===== config.mk =====
export PLATFORM = sky130hd
export DESIGN_NAME = proc_dpath_gen
export DESIGN_NICKNAME = d
export VERILOG_FILES = /design/src/rtl/proc_dpath_gen.sv
export SDC_FILE = /design/constraint.sdc
export NUM_CORES = 2
export LEC_CHECK = 0
export CELL_PAD_IN_SITES_DETAIL_PLACEMENT = 0
export CELL_PAD_IN_SITES_GLOBAL_PLACEMENT = 1
export CORE_UTILIZATION = 57
export DETAILED_ROUTE_END_ITERATION = 8
export PLACE_DENSITY_LB_ADDON = 0.08
export SYNTH_ARGS = -nofsm -noshare
export SYNTH_HDL_FRONTEND = slang
export SYNTH_SLANG_ARGS = --single-unit

===== constraint.sdc =====
create_clock -name clk -period 6.15 [get_ports clk]
set_input_delay 1.23 -clock clk [delete_from_list [all_inputs] [get_ports clk]]
set_output_delay 1.23 -clock clk [all_outputs]
set_load 0.02 [all_outputs]

===== src/rtl/proc_dpath_gen.sv =====
// Five-stage (F/D/X/M/W) processor datapath with operand bypassing, a 2-read/1-write
// register file and a selectable single-cycle or early-terminating iterative multiplier.
module proc_dpath_gen #(
  parameter int unsigned XLEN     = 32,
  parameter int unsigned MUL_ITER = 1,
  parameter logic [31:0] RST_PC   = 32'h00000200
) (
  input  logic            clk,
  input  logic            rst,
  output logic [XLEN-1:0] imemreq_addr,
  input  logic [31:0]     imemresp_data,
  output logic [XLEN-1:0] dmemreq_addr,
  output logic [XLEN-1:0] dmemreq_wdata,
  input  logic [XLEN-1:0] dmemresp_rdata,
  input  logic            c2d_reg_en_F,
  input  logic            c2d_reg_en_D,
  input  logic            c2d_reg_en_X,
  input  logic [1:0]      c2d_pc_sel_F,
  input  logic [1:0]      c2d_imm_type_D,
  input  logic [1:0]      c2d_op1_byp_sel_D,
  input  logic [1:0]      c2d_op2_byp_sel_D,
  input  logic            c2d_op1_sel_D,
  input  logic [1:0]      c2d_op2_sel_D,
  input  logic            c2d_alu_fn_X,
  input  logic            c2d_result_sel_X,
  input  logic            c2d_mul_start_X,
  input  logic            c2d_wb_sel_M,
  input  logic            c2d_rf_wen_W,
  input  logic [4:0]      c2d_rf_waddr_W,
  output logic            d2c_eq_X,
  output logic            d2c_mul_busy_X,
  output logic [31:0]     d2c_inst,
  output logic [XLEN-1:0] trace_data
);

  localparam logic [XLEN-1:0] RST_PC_V = XLEN'(RST_PC);
  localparam logic [XLEN-1:0] FOUR_V   = XLEN'(32'd4);

  // Immediate formats: 0 I, 1 S, 2 J, 3 B; all sign-extended from instruction bit 31.
  function automatic logic [XLEN-1:0] imm_gen(input logic [31:0] inst, input logic [1:0] sel);
    logic [31:0] imm32;
    case (sel)
      2'd0:    imm32 = {{20{inst[31]}}, inst[31:20]};
      2'd1:    imm32 = {{20{inst[31]}}, inst[31:25], inst[11:7]};
      2'd2:    imm32 = {{11{inst[31]}}, inst[31], inst[19:12], inst[20], inst[30:21], 1'b0};
      2'd3:    imm32 = {{19{inst[31]}}, inst[31], inst[7], inst[30:25], inst[11:8], 1'b0};
      default: imm32 = 32'd0;
    endcase
    return XLEN'($signed(imm32));
  endfunction

  logic [XLEN-1:0] pc_r;
  logic [31:0]     inst_d_r;
  logic [XLEN-1:0] inst_pc_d_r;
  logic [XLEN-1:0] op1_x_r;
  logic [XLEN-1:0] op2_x_r;
  logic [XLEN-1:0] sd_x_r;
  logic [XLEN-1:0] result_m_r;
  logic [XLEN-1:0] sd_m_r;
  logic [XLEN-1:0] wb_data_w_r;
  logic [XLEN-1:0] rf_r [32];

  logic [4:0]      rs1_s;
  logic [4:0]      rs2_s;
  logic [XLEN-1:0] rf_rdata1_s;
  logic [XLEN-1:0] rf_rdata2_s;
  logic [XLEN-1:0] imm_d_s;
  logic [XLEN-1:0] byp1_s;
  logic [XLEN-1:0] byp2_s;
  logic [XLEN-1:0] op1_d_s;
  logic [XLEN-1:0] op2_d_s;
  logic [XLEN-1:0] pc_next_s;
  logic [XLEN-1:0] alu_out_s;
  logic [XLEN-1:0] mul_out_s;
  logic            mul_busy_s;
  logic [XLEN-1:0] result_x_s;
  logic [XLEN-1:0] wb_data_m_s;

  assign rs1_s       = inst_d_r[19:15];
  assign rs2_s       = inst_d_r[24:20];
  assign rf_rdata1_s = (rs1_s == 5'd0) ? '0 : rf_r[rs1_s];
  assign rf_rdata2_s = (rs2_s == 5'd0) ? '0 : rf_r[rs2_s];
  assign imm_d_s     = imm_gen(inst_d_r, c2d_imm_type_D);

  // Operand bypass muxes and operand selection in D.
  always_comb begin
    byp1_s  = rf_rdata1_s;
    byp2_s  = rf_rdata2_s;
    op1_d_s = byp1_s;
    op2_d_s = byp2_s;
    case (c2d_op1_byp_sel_D)
      2'd0:    byp1_s = rf_rdata1_s;
      2'd1:    byp1_s = result_x_s;
      2'd2:    byp1_s = wb_data_m_s;
      2'd3:    byp1_s = wb_data_w_r;
      default: byp1_s = rf_rdata1_s;
    endcase
    case (c2d_op2_byp_sel_D)
      2'd0:    byp2_s = rf_rdata2_s;
      2'd1:    byp2_s = result_x_s;
      2'd2:    byp2_s = wb_data_m_s;
      2'd3:    byp2_s = wb_data_w_r;
      default: byp2_s = rf_rdata2_s;
    endcase
    if (c2d_op1_sel_D) begin
      op1_d_s = inst_pc_d_r;
    end else begin
      op1_d_s = byp1_s;
    end
    case (c2d_op2_sel_D)
      2'd0:    op2_d_s = byp2_s;
      2'd1:    op2_d_s = imm_d_s;
      2'd2:    op2_d_s = FOUR_V;
      2'd3:    op2_d_s = '0;
      default: op2_d_s = '0;
    endcase
  end

  // Next-PC selection.
  always_comb begin
    pc_next_s = pc_r + FOUR_V;
    case (c2d_pc_sel_F)
      2'd0:    pc_next_s = pc_r + FOUR_V;
      2'd1:    pc_next_s = byp1_s;
      2'd2:    pc_next_s = inst_pc_d_r + imm_d_s;
      2'd3:    pc_next_s = RST_PC_V;
      default: pc_next_s = RST_PC_V;
    endcase
  end

  // ALU, X result select and M writeback select.
  always_comb begin
    alu_out_s   = op1_x_r + op2_x_r;
    result_x_s  = alu_out_s;
    wb_data_m_s = result_m_r;
    if (c2d_alu_fn_X) begin
      alu_out_s = {{(XLEN-1){1'b0}}, (op1_x_r == op2_x_r)};
    end else begin
      alu_out_s = op1_x_r + op2_x_r;
    end
    if (c2d_result_sel_X) begin
      result_x_s = mul_out_s;
    end else begin
      result_x_s = alu_out_s;
    end
    if (c2d_wb_sel_M) begin
      wb_data_m_s = dmemresp_rdata;
    end else begin
      wb_data_m_s = result_m_r;
    end
  end

  // Enabled PC, F/D and D/X registers.
  always_ff @(posedge clk or negedge rst) begin
    if (!rst) begin
      pc_r        <= RST_PC_V;
      inst_d_r    <= 32'd0;
      inst_pc_d_r <= '0;
      op1_x_r     <= '0;
      op2_x_r     <= '0;
      sd_x_r      <= '0;
    end else begin
      if (c2d_reg_en_F) begin
        pc_r <= pc_next_s;
      end
      if (c2d_reg_en_D) begin
        inst_d_r    <= imemresp_data;
        inst_pc_d_r <= pc_r;
      end
      if (c2d_reg_en_X) begin
        op1_x_r <= op1_d_s;
        op2_x_r <= op2_d_s;
        sd_x_r  <= byp2_s;
      end
    end
  end

  // Free-running X/M and M/W registers.
  always_ff @(posedge clk or negedge rst) begin
    if (!rst) begin
      result_m_r  <= '0;
      sd_m_r      <= '0;
      wb_data_w_r <= '0;
    end else begin
      result_m_r  <= result_x_s;
      sd_m_r      <= sd_x_r;
      wb_data_w_r <= wb_data_m_m_sel();
    end
  end

  function automatic logic [XLEN-1:0] wb_data_m_m_sel();
    return wb_data_m_s;
  endfunction

  // Register file write port; contents intentionally survive reset, x0 is never written.
  always_ff @(posedge clk) begin
    if (c2d_rf_wen_W && (c2d_rf_waddr_W != 5'd0)) begin
      rf_r[c2d_rf_waddr_W] <= wb_data_w_r;
    end
  end

  generate
    if (MUL_ITER != 0) begin : g_mul_iter
      typedef enum logic [1:0] {MUL_IDLE = 2'd0, MUL_BUSY = 2'd1, MUL_DONE = 2'd2} mul_state_e;
      mul_state_e      state_r;
      mul_state_e      state_nxt_s;
      logic [XLEN-1:0] mcand_r;
      logic [XLEN-1:0] mplier_r;
      logic [XLEN-1:0] acc_r;
      logic [XLEN-1:0] mplier_shift_s;

      assign mplier_shift_s = {1'b0, mplier_r[XLEN-1:1]};

      // Multiplier state register.
      always_ff @(posedge clk or negedge rst) begin
        if (!rst) begin
          state_r <= MUL_IDLE;
        end else begin
          state_r <= state_nxt_s;
        end
      end

      // Next state: BUSY ends once no set multiplier bits remain after this step.
      always_comb begin
        state_nxt_s = state_r;
        case (state_r)
          MUL_IDLE, MUL_DONE: begin
            if (c2d_mul_start_X) begin
              state_nxt_s = MUL_BUSY;
            end else begin
              state_nxt_s = MUL_IDLE;
            end
          end
          MUL_BUSY: begin
            if (mplier_shift_s == '0) begin
              state_nxt_s = MUL_DONE;
            end else begin
              state_nxt_s = MUL_BUSY;
            end
          end
          default: state_nxt_s = MUL_IDLE;
        endcase
      end

      // Shift-and-add datapath.
      always_ff @(posedge clk or negedge rst) begin
        if (!rst) begin
          mcand_r  <= '0;
          mplier_r <= '0;
          acc_r    <= '0;
        end else begin
          case (state_r)
            MUL_IDLE, MUL_DONE: begin
              if (c2d_mul_start_X) begin
                mcand_r  <= op1_x_r;
                mplier_r <= op2_x_r;
                acc_r    <= '0;
              end
            end
            MUL_BUSY: begin
              if (mplier_r[0]) begin
                acc_r <= acc_r + mcand_r;
              end
              mcand_r  <= {mcand_r[XLEN-2:0], 1'b0};
              mplier_r <= mplier_shift_s;
            end
            default: begin
              acc_r <= '0;
            end
          endcase
        end
      end

      assign mul_out_s  = acc_r;
      assign mul_busy_s = (state_r == MUL_BUSY);
    end else begin : g_mul_comb
      assign mul_out_s  = op1_x_r * op2_x_r;
      assign mul_busy_s = 1'b0;
    end
  endgenerate

  assign imemreq_addr   = pc_r;
  assign dmemreq_addr   = result_m_r;
  assign dmemreq_wdata  = sd_m_r;
  assign d2c_inst       = inst_d_r;
  assign trace_data     = wb_data_w_r;
  assign d2c_eq_X       = alu_out_s[0];
  assign d2c_mul_busy_X = mul_busy_s;

endmodule


==> parameters.txt <==
Parameter                              Value

Floorplanning
  Die Ht    351 um
  Top-level I/O count    252
  Die outline area    123,000 um2
  Width of the die    351 um
  Row cnt    127
  Initial Util    57.7%
  Area inside the core boundary    120,000 um2

Critical path
  CP startpoint    c2d_alu_fn_X
  FF-to-FF setup slack    1.45 ns
  Reg2Reg Launch Point    op1_x_r[0]
  Critical path launch point type    input pin
  Crit path max-delay cell type    sky130_fd_sc_hd__clkdlybuf4s50_1
  Critical path's most frequent cell    sky130_fd_sc_hd__clkdlybuf4s50_1
  Type of element capturing the critical path    output pin
  Cell breakdown of the critical path    clkdlybuf4s50_1 > inv_1 > nor4_1 > nand4_1 > o32ai_1 > clkdlybuf4s50_1
  Stage delay of the slowest cell on the critical path    0.88 ns
  Data required time at the worst endpoint    4.92 ns
  Largest fanout on the critical path    8
  Reg2reg end    op2_x_r[24]
  Critical path data arrival time    4.25 ns
  CP bufs+invs    3
  R2R depth    13
  Category of cells accounting for the largest share of critical-path delay    buffers and inverters
  Classification of the worst setup path    in -> out

Clocking
  Setup Fix Bufs, Post-CTS    0
  Clk Tree Root Cell    sky130_fd_sc_hd__clkbuf_16
  H-tree levels    4
  Total number of clock tree sinks    1,410
  TritonCTS clock tree    built
  Number of buffers created by CTS    149
  Clock edge transition at the registers on the reported setup and hold paths    0.06 ns
  CTS hold repair buffers    0
  Count of cells resized by post-cts repair    0
  Later-pin clock latency in the skew report    0.80 ns
  Max Buffers Root-to-Sink    3

Synth
  Synthesized-area fraction occupied by ao, oa, aoi and oai cells    7.04%
  Cell type with the largest total area after synthesis    sky130_fd_sc_hd__edfxtp_1
  Fraction of synthesized cell area in xor and xnor cells    1.05%
  Share of synthesized flip-flops with an asynchronous set or reset    27.4%
  Main synth FF type    sky130_fd_sc_hd__edfxtp_1
  Fraction of synthesized cell area taken by the top area cell type    44.3%
  Post-Syn Area per Cell    15.8 um2
  Count of flip-flops with a built-in enable after synthesis    1,024
  Syn Inst Count    4,399
  Unique cell type count in the Yosys netlist    82
  Area of the mapped netlist    69,400 um2
  Simple-Gate Fraction of Synth Area    5.34%
  Post-Synth Adder-Cell Area    1.82%
  Largest family of logic cells by synthesized area    multiplexers
  Yosys synthesis warning count    0
  Dominant cell by count in the synthesized netlist    sky130_fd_sc_hd__edfxtp_1
  Number of flip-flops and latches in the synthesized netlist    1,410
  Sequential cell area fraction in the yosys report    58.2%
  Top cells by instance count after synthesis    sky130_fd_sc_hd__edfxtp_1 (1,024), sky130_fd_sc_hd__mux4_2 (640), sky130_fd_sc_hd__dfrtp_1 (385)
  Portion of netlist area occupied by mux cells    24.3%
  Largest cells by area after synthesis    sky130_fd_sc_hd__edfxtp_1 (44%), sky130_fd_sc_hd__mux4_2 (21%), sky130_fd_sc_hd__dfrtp_1 (14%)

Routing
  DRC viols    0
  Vias    45,600
  Routed length per placed instance    36.3 um
  Total routed wirelength    233,000 um
  Post-detailed-route count of antenna-violating nets    0
  Number of search-and-repair iterations in the first detailed-routing pass    7
  First-iteration detailed-routing DRC count    6,364
  Per-cell via count in the routed design    7.10

Placed design
  Cell count after placement    6,149
  Weighted congestion reported at the end of routability-driven placement    0.982
  Estimated wirelength of the detail-placed design    153,000 um
  Number of input and output port buffers inserted    251

Timing
  # setup viols final    0
  Minimum period implied by the final worst setup slack    5.48 ns
  RSZ-0062 raised after global routing    false
  Hold Violations, Final    0
  Crit share post-route    89.0%
  Total negative setup slack    0 ns
  Number of pins exceeding their max-slew limit in the final report    0
  Fmax    0.183 GHz
  Worst slew pin tran    1.26 ns
  Max-slew headroom    14.9%
  Worst Hold Slack    0.340 ns
  Fin Clk Skew    0.0428 ns

Global routing
  Vias in the first global route    44,700
  Pin count of the biggest net entering global routing    148
  Global Route Usage Sum    38.5%
  First-pass GRT wire length    331,000 um
  Residual overflow from global routing    0
  Initial antenna violation count    9

Cells and area
  Fin util    66.0%
  Area of the multi-input gates    27,800 um2
  Layout-stage area growth over the synthesis result    14.4%
  Filler cells    8,435
  Max FFs per register    1,024
  Biggest register    rf_r
  Footprint of the flip-flops and latches    40,400 um2
  Share of post-route cells with drive strength above 1    25.9%
  Total Nets Final    4,877
  Non-filler cells, final    6,419

Power and ir drop
  IR Drop Worst-Case VDD    0.342 mV
  Power, Total    0.0302 W
  Lkg Pwr    27.8 nW
  PD cells    381 nW/um2

Run
  Max Cap Viol    0

Min path
  Type of the tightest min-delay check    in -> async

Run status
  Result of the run    finished clean
[cell families (layout without fill, tap and decap cells)]
group                    count (synthesis)  count (layout)
buffers and inverters                  359             735
XOR/XNOR                                83              83
multiplexers                           865             865
AO/OA/AOI/OAI                          748             748
adder cells (fa/ha/maj)                 99              99
AND/OR/NAND/NOR                        834             834
flip-flops                            1410            1410
other                                    1              33
[worst register-to-register path: cells and delay by family (launching register included)]
kind | cells | cell delay (ns)
compound gates | 8 | 2.77
fa+ha+maj | 2 | 0.67
buf+inv | 1 | 0.06
flops | 1 | 0.55
mux | 1 | 0.33
simple gates | 1 | 0.20
[worst max-delay path by stage]
| stage | endpoint | slack [ns] | cells after the start |
|---|---|---|---|
| 2_1_floorplan | imemreq_addr[26] | 1.96 | 14 |
| 3_3_place_gp | imemreq_addr[26] | 0.65 | 14 |
| 3_5_place_dp | imemreq_addr[26] | 0.63 | 14 |
| 4_1_cts | d2c_eq_X | 0.75 | 6 |
| 5_1_grt | d2c_eq_X | 0.66 | 6 |
| 6_report | d2c_eq_X | 0.67 | 6 |
[placed cells by master (no fill, tap or decap), types with 31 or more instances in the layout]
| cell type | instances |
|---|---|
| sky130_fd_sc_hd__edfxtp_1 | 1024 |
| sky130_fd_sc_hd__mux4_2 | 640 |
| sky130_fd_sc_hd__dfrtp_1 | 375 |
| sky130_fd_sc_hd__nand2_1 | 306 |
| sky130_fd_sc_hd__nor2_1 | 250 |
| sky130_fd_sc_hd__clkdlybuf4s50_1 | 244 |
| sky130_fd_sc_hd__a21oi_1 | 195 |
| sky130_fd_sc_hd__mux2_2 | 154 |
| sky130_fd_sc_hd__clkbuf_16 | 152 |
| sky130_fd_sc_hd__buf_4 | 145 |
| sky130_fd_sc_hd__o21ai_0 | 137 |
| sky130_fd_sc_hd__ha_1 | 96 |
| sky130_fd_sc_hd__a31oi_1 | 88 |
| sky130_fd_sc_hd__mux2i_1 | 71 |
| sky130_fd_sc_hd__nand3_1 | 57 |
| sky130_fd_sc_hd__inv_1 | 55 |
| sky130_fd_sc_hd__a21o_1 | 46 |
| sky130_fd_sc_hd__xnor2_1 | 44 |
| sky130_fd_sc_hd__xor2_1 | 39 |
| sky130_fd_sc_hd__o211ai_1 | 38 |
| sky130_fd_sc_hd__nand2b_1 | 32 |
| sky130_fd_sc_hd__conb_1 | 32 |
| sky130_fd_sc_hd__nor2_4 | 31 |
| sky130_fd_sc_hd__clkbuf_1 | 31 |
[per-layer routing]
| metal | GRT usage [%] | up-vias | wire, um |
|---|---|---|---|
| li1 | - | 18400 | - |
| met1 | 52.7 | 23500 | 84500 |
| met2 | 58.2 | 3120 | 108000 |
| met3 | 9.30 | 612 | 27600 |
| met4 | 19.4 | 6 | 13300 |
| met5 | 0 | - | 39 |
[final cells by class]
type                            count  share of cell area, %
Antenna cell                        1                0.00315
Inverter                           57                  0.270
Sequential cell                  1410                   51.0
Clock inverter                     80                   1.25
Clock buffer                      189                   5.04
Multi-Input combinational cell   2661                   35.1
Tap cell                         1612                   2.54
Timing Repair Buffer              409                   4.87
[stage by stage]
| step | area [um2] | worst slack (ns) |
|---|---|---|
| after floorplan | 69500 | 1.96 |
| after global placement | 74400 | 0.645 |
| after detailed placement | 74400 | 0.631 |
| after CTS | 79400 | 0.750 |
| after global routing | 79400 | 0.655 |
| final | 79400 | 0.674 |
[where the power goes]
group	leakage (nW)	internal (W)	total (W)	switching, W
clock	2.43	0.00536	0.00931	0.00394
combinational	11.4	0.00343	0.00832	0.00489
sequential	14.0	0.0115	0.0126	0.00114
total	27.8	0.0203	0.0302	0.00998
Note: power is estimated with default switching activity, not from simulation.
